===== config.mk =====
export PLATFORM = sky130hd
export DESIGN_NAME = id_forwarding_unit
export DESIGN_NICKNAME = d
export VERILOG_FILES = /design/src/rtl/id_forwarding_unit.sv
export SDC_FILE = /design/constraint.sdc
export NUM_CORES = 1
export LEC_CHECK = 0
export BUFFER_PORTS_ARGS = -buffer_cell sky130_fd_sc_hd__clkbuf_2
export CAP_MARGIN = 20
export CORE_ASPECT_RATIO = 0.6
export CORE_MARGIN = 8
export CORE_UTILIZATION = 50
export CTS_CLUSTER_DIAMETER = 80
export DETAILED_ROUTE_END_ITERATION = 16
export GPL_ROUTABILITY_DRIVEN = 0
export GPL_TIMING_DRIVEN = 0
export MAX_ROUTING_LAYER = met4
export PLACE_DENSITY = 0.79
export SLEW_MARGIN = 10
export SYNTH_ARGS = -nofsm -noshare
export SYNTH_HDL_FRONTEND = slang
export SYNTH_SLANG_ARGS = --single-unit

===== constraint.sdc =====
create_clock -name clk -period 2.6 [get_ports clk]
set_input_delay 0.26 -clock clk [delete_from_list [all_inputs] [get_ports clk]]
set_output_delay 0.26 -clock clk [all_outputs]
set_load 0.005 [all_outputs]

===== src/rtl/id_forwarding_unit.sv =====
`default_nettype none
`timescale 1ns/1ps
// ============================================================================
// Module   : id_forwarding_unit
// Brief    : Decode-stage operand forwarding for branches and JALR in a
//            5-stage RV32I pipeline. Chooses register file, WB result or MEM
//            result per source operand, with registered copies of the
//            selects and saturating forward-event counters.
// Revision : 1.0 - initial release
// ============================================================================
module id_forwarding_unit #(
    parameter int                  REG_ADDR_W    = 5,
    parameter int                  OPCODE_W      = 7,
    parameter int                  CNT_W         = 16,
    parameter logic [OPCODE_W-1:0] BRANCH_OPCODE = 7'b1100011,
    parameter logic [OPCODE_W-1:0] JALR_OPCODE   = 7'b1100111
) (
    input  logic                  clk,
    input  logic                  rst,
    input  logic [OPCODE_W-1:0]   ID_opcode,
    input  logic                  WB_cntl_RegWrite,
    input  logic                  MEM_cntl_RegWrite,
    input  logic [REG_ADDR_W-1:0] WB_WriteRegNum,
    input  logic [REG_ADDR_W-1:0] MEM_WriteRegNum,
    input  logic [REG_ADDR_W-1:0] EX_ReadRegNum1,
    input  logic [REG_ADDR_W-1:0] EX_ReadRegNum2,
    output logic [1:0]            ForwardA,
    output logic [1:0]            ForwardB,
    output logic [1:0]            ForwardA_q,
    output logic [1:0]            ForwardB_q,
    output logic [CNT_W-1:0]      fwd_mem_count,
    output logic [CNT_W-1:0]      fwd_wb_count
);

    localparam logic [1:0]       C_SEL_RF  = 2'b00;
    localparam logic [1:0]       C_SEL_WB  = 2'b01;
    localparam logic [1:0]       C_SEL_MEM = 2'b10;
    localparam logic [CNT_W-1:0] C_CNT_MAX = {CNT_W{1'b1}};
    localparam logic [CNT_W-1:0] C_CNT_ONE = {{(CNT_W-1){1'b0}}, 1'b1};

    logic w_fwdEnable;
    logic w_memWrites;
    logic w_wbWrites;
    logic w_memHit;
    logic w_wbHit;

    // Only branches and JALR read operands in decode; x0 is never a real producer.
    always_comb begin
        w_fwdEnable = (ID_opcode == BRANCH_OPCODE) || (ID_opcode == JALR_OPCODE);
        w_memWrites = MEM_cntl_RegWrite && (MEM_WriteRegNum != '0);
        w_wbWrites  = WB_cntl_RegWrite  && (WB_WriteRegNum  != '0);
    end

    // Per-operand select; MEM is checked first because it holds the younger write.
    always_comb begin
        ForwardA = C_SEL_RF;
        ForwardB = C_SEL_RF;
        if (w_fwdEnable) begin
            if (w_memWrites && (MEM_WriteRegNum == EX_ReadRegNum1)) begin
                ForwardA = C_SEL_MEM;
            end else if (w_wbWrites && (WB_WriteRegNum == EX_ReadRegNum1)) begin
                ForwardA = C_SEL_WB;
            end
            if (w_memWrites && (MEM_WriteRegNum == EX_ReadRegNum2)) begin
                ForwardB = C_SEL_MEM;
            end else if (w_wbWrites && (WB_WriteRegNum == EX_ReadRegNum2)) begin
                ForwardB = C_SEL_WB;
            end
        end
    end

    // A cycle counts once per source even when both operands use it.
    always_comb begin
        w_memHit = (ForwardA == C_SEL_MEM) || (ForwardB == C_SEL_MEM);
        w_wbHit  = (ForwardA == C_SEL_WB)  || (ForwardB == C_SEL_WB);
    end

    // One-cycle delayed copies of the selects.
    always_ff @(posedge clk or posedge rst) begin
        if (rst) begin
            ForwardA_q <= C_SEL_RF;
            ForwardB_q <= C_SEL_RF;
        end else begin
            ForwardA_q <= ForwardA;
            ForwardB_q <= ForwardB;
        end
    end

    // Forward-event counters that stick at all-ones instead of wrapping.
    always_ff @(posedge clk or posedge rst) begin
        if (rst) begin
            fwd_mem_count <= '0;
            fwd_wb_count  <= '0;
        end else begin
            if (w_memHit && (fwd_mem_count != C_CNT_MAX)) begin
                fwd_mem_count <= fwd_mem_count + C_CNT_ONE;
            end
            if (w_wbHit && (fwd_wb_count != C_CNT_MAX)) begin
                fwd_wb_count <= fwd_wb_count + C_CNT_ONE;
            end
        end
    end

endmodule
`default_nettype wire


==> results of run 1 <==
==> cell families after synthesis <==
| family | synth area share, % |
|---|---|
| mux | 1.223 |
| simple gates | 27.96 |
| xor+xnor | 20.38 |
| fa+ha+maj | 1.165 |
| buf+inv | 1.747 |
| flops | 41.93 |
| compound gates | 5.592 |
==> metal layers <==
metal / part of all wire, % / routed length (um) / global-route usage, % / vias up
met1: 47 / 2353 / 20.02 / 786
met4: 0.79 / 39 / 4.299 / 0
li1: - / - / - / 816
met5: 0 / 0 / - / -
met2: 47 / 2314 / 25.70 / 39
met3: 5.0 / 247 / 4.158 / 7
==> stage by stage <==
stage          instances  utilization (%)
2_1_floorplan        186                -
3_3_place_gp         315            62.33
3_5_place_dp         315            62.33
4_1_cts              323            64.57
5_1_grt              323            64.57
6_report             323            64.57
==> placed cells by master (no fill, tap or decap), types with 2 or more instances in the layout <==
cell	count
nand3_1	9
nor2_1	6
clkbuf_2	69
clkbuf_8	6
clkinv_2	2
nand3b_1	2
ha_1	2
nand4_1	10
nor4_2	4
and2_1	3
xnor2_1	20
nand2_1	11
a311oi_1	2
nor2_2	4
xor2_1	30
dfrtp_1	36
o21ai_2	2
nor4_4	2
nor4b_2	2
inv_1	3
or4_1	2
and4_1	2
nor3b_2	5
nor3_2	5
and3_1	6
==> flip-flops by register name, indices dropped and copies added (netlist names) <==
| signal | flops |
|---|---|
| fwd_mem_count | 16 |
| fwd_wb_count | 16 |
| ForwardA_q | 2 |
| ForwardB_q | 2 |
==> power by group through the flow <==
stage               clock network, mW  logic [mW]  registers (mW)
floorplan                           0      0.0563           0.574
global placement                    0      0.0976           0.574
detailed placement                  0       0.100           0.574
CTS                             0.413       0.101           0.563
global route                    0.440       0.108           0.563
finish                          0.402      0.0991           0.563
==> critical path, stage by stage, from the launching register on <==
cell,delay (ps)
dfrtp_1,400
ha_1,170
and3_1,160
and3_1,270
nand3_1,140
nor2_1,410
buf_4,300
nor3b_1,90
xor2_1,150
==> worst max path at each step <==
stage / slack (ps) / cells past startpoint / end / startpoint
detailed placement: 400 / 8 / fwd_wb_count[3] / fwd_wb_count[0]
global route: 230 / 8 / fwd_wb_count[3] / fwd_wb_count[1]
CTS: 390 / 8 / fwd_wb_count[3] / fwd_wb_count[0]
floorplan: 660 / 8 / fwd_wb_count[3] / fwd_wb_count[0]
global placement: 410 / 8 / fwd_wb_count[3] / fwd_wb_count[0]
finish: 390 / 8 / fwd_wb_count[3] / fwd_wb_count[0]
==> Yosys cell counts, types with 2 or more instances <==
cell type  instances
or4_1              2
and3_1             6
nand3b_1           2
dfrtp_1           36
nand2_1           11
nor4_2             4
nor4_4             2
nor3b_2            5
a311oi_1           2
xnor2_1           20
nor2_1             6
and4_1             2
nor2_2             4
inv_1              4
nor4b_2            2
nor3_2             5
nand4_1           10
ha_1               2
nand3_1            9
o21ai_2            2
xor2_1            30
and2_1             3
==> area by class of cell <==
cell class / count / area [um2]
fill: 356 / 1460
inverter: 4 / 15.01
clock buffer: 6 / 82.58
clock inverter: 2 / 10.01
tap: 60 / 75.07
buffer: 3 / 22.52
sequential: 36 / 900.9
timing repair buffer: 69 / 345.3
multi-input combinational: 143 / 1210
==> impl_metrics.yaml, run 1 <==
outcome:
  status: "completed"
worst_setup_path:
  worstPathRequired_ps: 2760
  r2r_start: "fwd_wb_count[0]"
  ff2ff_path_depth: 8
  rrSetupSlack_ps: 390
  path_max_fanout: 10
  criticalPathCategory: "reg2reg"
  worst_setup_path_start_kind: "flip-flop"
  r2r_end: "fwd_wb_count[3]"
  worstPathArrival_ps: 2370
  cp-end-kind: "flip-flop"
power:
  p_int_uw: 815.2
  power_density_nw_per_um2: 399.8
  netSwitchingFraction_pct: 23.38
  seq_power_share_pct: 52.9
  p_switching_uw: 248.8
  p_total_mw: 1.064
  clkPwrFrac_pct: 37.7
  p_leak_nw: 1.334
  vdd_drop_max_uv: 204.3
  power_frac_comb_pct: 9.3
job:
  cap_viol_max_count: 0
drt:
  avgRoutedWirePerCell_um: 15.34
  vias: 1648
  drtIter0Drc: 55
  antenna_left: 0
  via_per_inst: 5.102
  detail_route.wirelength_um: 4954
  drc_errors: 0
  first_pass_iters: 4
yosys:
  async_reset_ff_share_pct: 100.0
  synth_cell_types: 39
  syn_avg_cell_area_um2: 11.55
  synth_top_cell_by_area: "dfrtp_1"
  ys.flop_type: "dfrtp_1"
  synth_area_um2: 2148
  yosys_warnings: 0
  synthTopCellsByArea: "dfrtp_1 (42%), xor2_1 (12%), xnor2_1 (8.2%), nand4_1 (2.9%), nor3b_2 (2.9%)"
  ys_seq_elements: 36
  synth_fp_nets: 219
  synth-edff-count: 0
  synth.top_cell.area_share_pct: 41.93
  yosysSeqAreaShare_pct: 41.93
  synthesis.instances: 186
sta:
  fmax_mhz: 451.7
  final_hold_viol_count: 0
  period_needed_ps: 2214
  fin_tns_setup_ps: 0
  rsz0062_at_grt: "false"
  skew_ps: 3.224
  setup_ws_ps: 386.4
  period_share_pct: 85.14
  drv_slew: 0
  tightest_slew_ps: 740.2
  maxSlewHeadroom_pct: 50.58
  hold_slack_ps: 88.48
  finalSetupViolCount: 0
floorplan:
  row_count: 18
  die_h_um: 66.78
  core-area_um2: 4121
  io-pin-count: 71
  die_w_um: 100.6
  initial_core_util_pct: 52.13
  die-area_um2: 6719
clocking:
  cts_tree: "built"
  clockRootBuffer: "clkbuf_8"
  cts-htree-levels: 2
  ctsResizeCount: 0
  path_clk_slew_ps: 70
  clockBufferDepth: 2
  hold_buffers: 0
  post_cts_buffers: 0
  insertion_delay_ps: 280
  cts_buffers: 5
  cts_sinks: 36
cells_and_area:
  area_growth_pct: 23.88
  fin_area_um2: 2661
  drive_gt1_share_pct: 43.35
  nNetsFinal: 295
  diodes: 0
worst_hold_path:
  hold_class: "in2async"
grt:
  grt_pass1_vias: 1763
  overflow: 0
  grt_max_degree: 37
  grt_pass1_wl_um: 8376
  antenna_found_initial: 0
  grt_usage_pct: 16.14
place:
  dp_hpwl_um: 4023
  io_buffers: 69
  pre_cts_ws_ps: 399.5
  place_area_um2: 2569
(Power assumes the default switching activity.)
==> run 2: changes to the inputs <==
MAX_ROUTING_LAYER = not set   (was met4)
==> run 2 against run 1 <==
Against the previous run:
- critical path depth unchanged
- worst setup slack barely moved
- critical path type unchanged
- clock skew barely moved
- power is essentially flat
- critical endpoint unchanged
- routed wire length is 0.16% lower
- cell count stayed put
- die area unchanged
- clock power hardly changed
==> impl_metrics.yaml, run 2 (synthesis gave the netlist of run 1 again) <==
outcome:
  status: "completed"
job:
  cap_viol_max_count: 0
grt:
  antenna_found_initial: 0
  grt_usage_pct: 15.67
  grt_max_degree: 37
  grt_pass1_vias: 1764
  overflow: 0
  grt_pass1_wl_um: 8369
clocking:
  clockRootBuffer: "clkbuf_8"
  post_cts_buffers: 0
  path_clk_slew_ps: 70
  cts_tree: "built"
  clockBufferDepth: 2
  cts_buffers: 5
  cts-htree-levels: 2
  ctsResizeCount: 0
  hold_buffers: 0
  insertion_delay_ps: 280
  cts_sinks: 36
cells_and_area:
  n_fill_cell: 356
  fin_area_um2: 2661
  diodes: 0
  fin_util_pct: 64.57
  layout_commonest_cell: "clkbuf_2"
  area_growth_pct: 23.88
  drive_gt1_share_pct: 43.35
  multi_input_area_um2: 1210
  nNetsFinal: 295
  biggestRegsByFlops: "fwd_mem_count x16, fwd_wb_count x16"
  final_cell_mix: "clkbuf_2 (69), dfrtp_1 (36), xor2_1 (30)"
  regArea_um2: 900.9
floorplan:
  row_count: 18
  core-area_um2: 4121
  initial_core_util_pct: 52.13
  io-pin-count: 71
  die_w_um: 100.6
  die-area_um2: 6719
  die_h_um: 66.78
worst_setup_path:
  criticalPathCategory: "reg2reg"
  critPathSlowestCell: "nor2_1"
  path_cells: "ha_1 > and3_1 > and3_1 > nand3_1 > nor2_1 > buf_4 > nor3b_1 > xor2_1"
  worst-path-buf-inv: 1
  path_delay_family: "simple AND/OR/NAND/NOR gates"
  slowest_delay_ps: 410
  cp_common_cell: "and3_1"
  path_max_fanout: 10
  worst_setup_path_start_kind: "flip-flop"
  worstPathRequired_ps: 2760
  worstPathArrival_ps: 2370
  cp-end-kind: "flip-flop"
power:
  vdd_drop_max_uv: 204.3
  power_density_nw_per_um2: 399.8
  p_leak_nw: 1.334
drt:
  antenna_left: 0
  drc_errors: 0
  detail_route.wirelength_um: 4946
  vias: 1641
  first_pass_iters: 4
  drtIter0Drc: 55
  avgRoutedWirePerCell_um: 15.31
  via_per_inst: 5.080
place:
  io_buffers: 69
  dp_hpwl_um: 4023
  place_area_um2: 2569
sta:
  finalSetupViolCount: 0
  final_hold_viol_count: 0
  rsz0062_at_grt: "false"
  maxSlewHeadroom_pct: 50.53
  period_share_pct: 85.14
  drv_slew: 0
  period_needed_ps: 2214
  skew_ps: 3.224
  tightest_slew_ps: 741.0
  fin_tns_setup_ps: 0
  fmax_mhz: 451.7
worst_hold_path:
  hold_class: "in2async"
## run 2: cell counts in the layout (fill, tap and decap cells not counted)
No cell type changed its count.
## run 2: final timing paths
path	startpoint	end	slack, ps	depth (start not counted)
max reg2reg	fwd_wb_count[0]	fwd_wb_count[3]	390	8
max	fwd_wb_count[0]	fwd_wb_count[3]	390	8
min reg2reg	fwd_wb_count[10]	fwd_wb_count[10]	490	1
min	rst	fwd_wb_count[6]	90	2
max in group asynchronous	rst	ForwardA_q[1]	2040	2
min in group clk	WB_cntl_RegWrite	ForwardB_q[0]	400	4
## run 2: worst register-to-register path, delay by kind of cell (launching register included)
family	cells	cell delay, ps
XOR/XNOR	1	150
adder cells (fa/ha/maj)	1	170
buffers and inverters	1	300
flip-flops	1	400
AND/OR/NAND/NOR	5	1070
## run 2: power by group
part | leakage (nW) | total, mW | switching (mW) | internal [mW]
combinational | 0.785 | 0.0990 | 0.0564 | 0.0426
clock | 0.0510 | 0.402 | 0.190 | 0.211
sequential | 0.498 | 0.563 | 0.00193 | 0.561
total | 1.33 | 1.06 | 0.249 | 0.815
## run 2: per-layer routing
metal	track usage, %	routed length, um
met1	20.02	2367
met2	25.70	2308
met3	4.158	231
met4	4.299	39
met5	0	0
## run 2: cell type report
type / count / share of cell area (%)
Inverter: 4 / 0.5642
Multi-Input combinational cell: 143 / 45.46
Timing Repair Buffer: 69 / 12.98
Tap cell: 60 / 2.821
Clock inverter: 2 / 0.3761
Sequential cell: 36 / 33.85
Clock buffer: 6 / 3.103
Buffer: 3 / 0.8463
## run 2: metrics by stage
stage	cells	total power, mW	setup slack, ps	hold slack [ps]
6_report	323	1.064	386.4	88.81
5_1_grt	323	1.112	226.7	152.0
4_1_cts	323	1.077	390.2	111.8
3_5_place_dp	315	0.6740	399.5	420.3
3_3_place_gp	315	0.6716	414.7	480.2
2_1_floorplan	186	0.6301	656.6	427.0
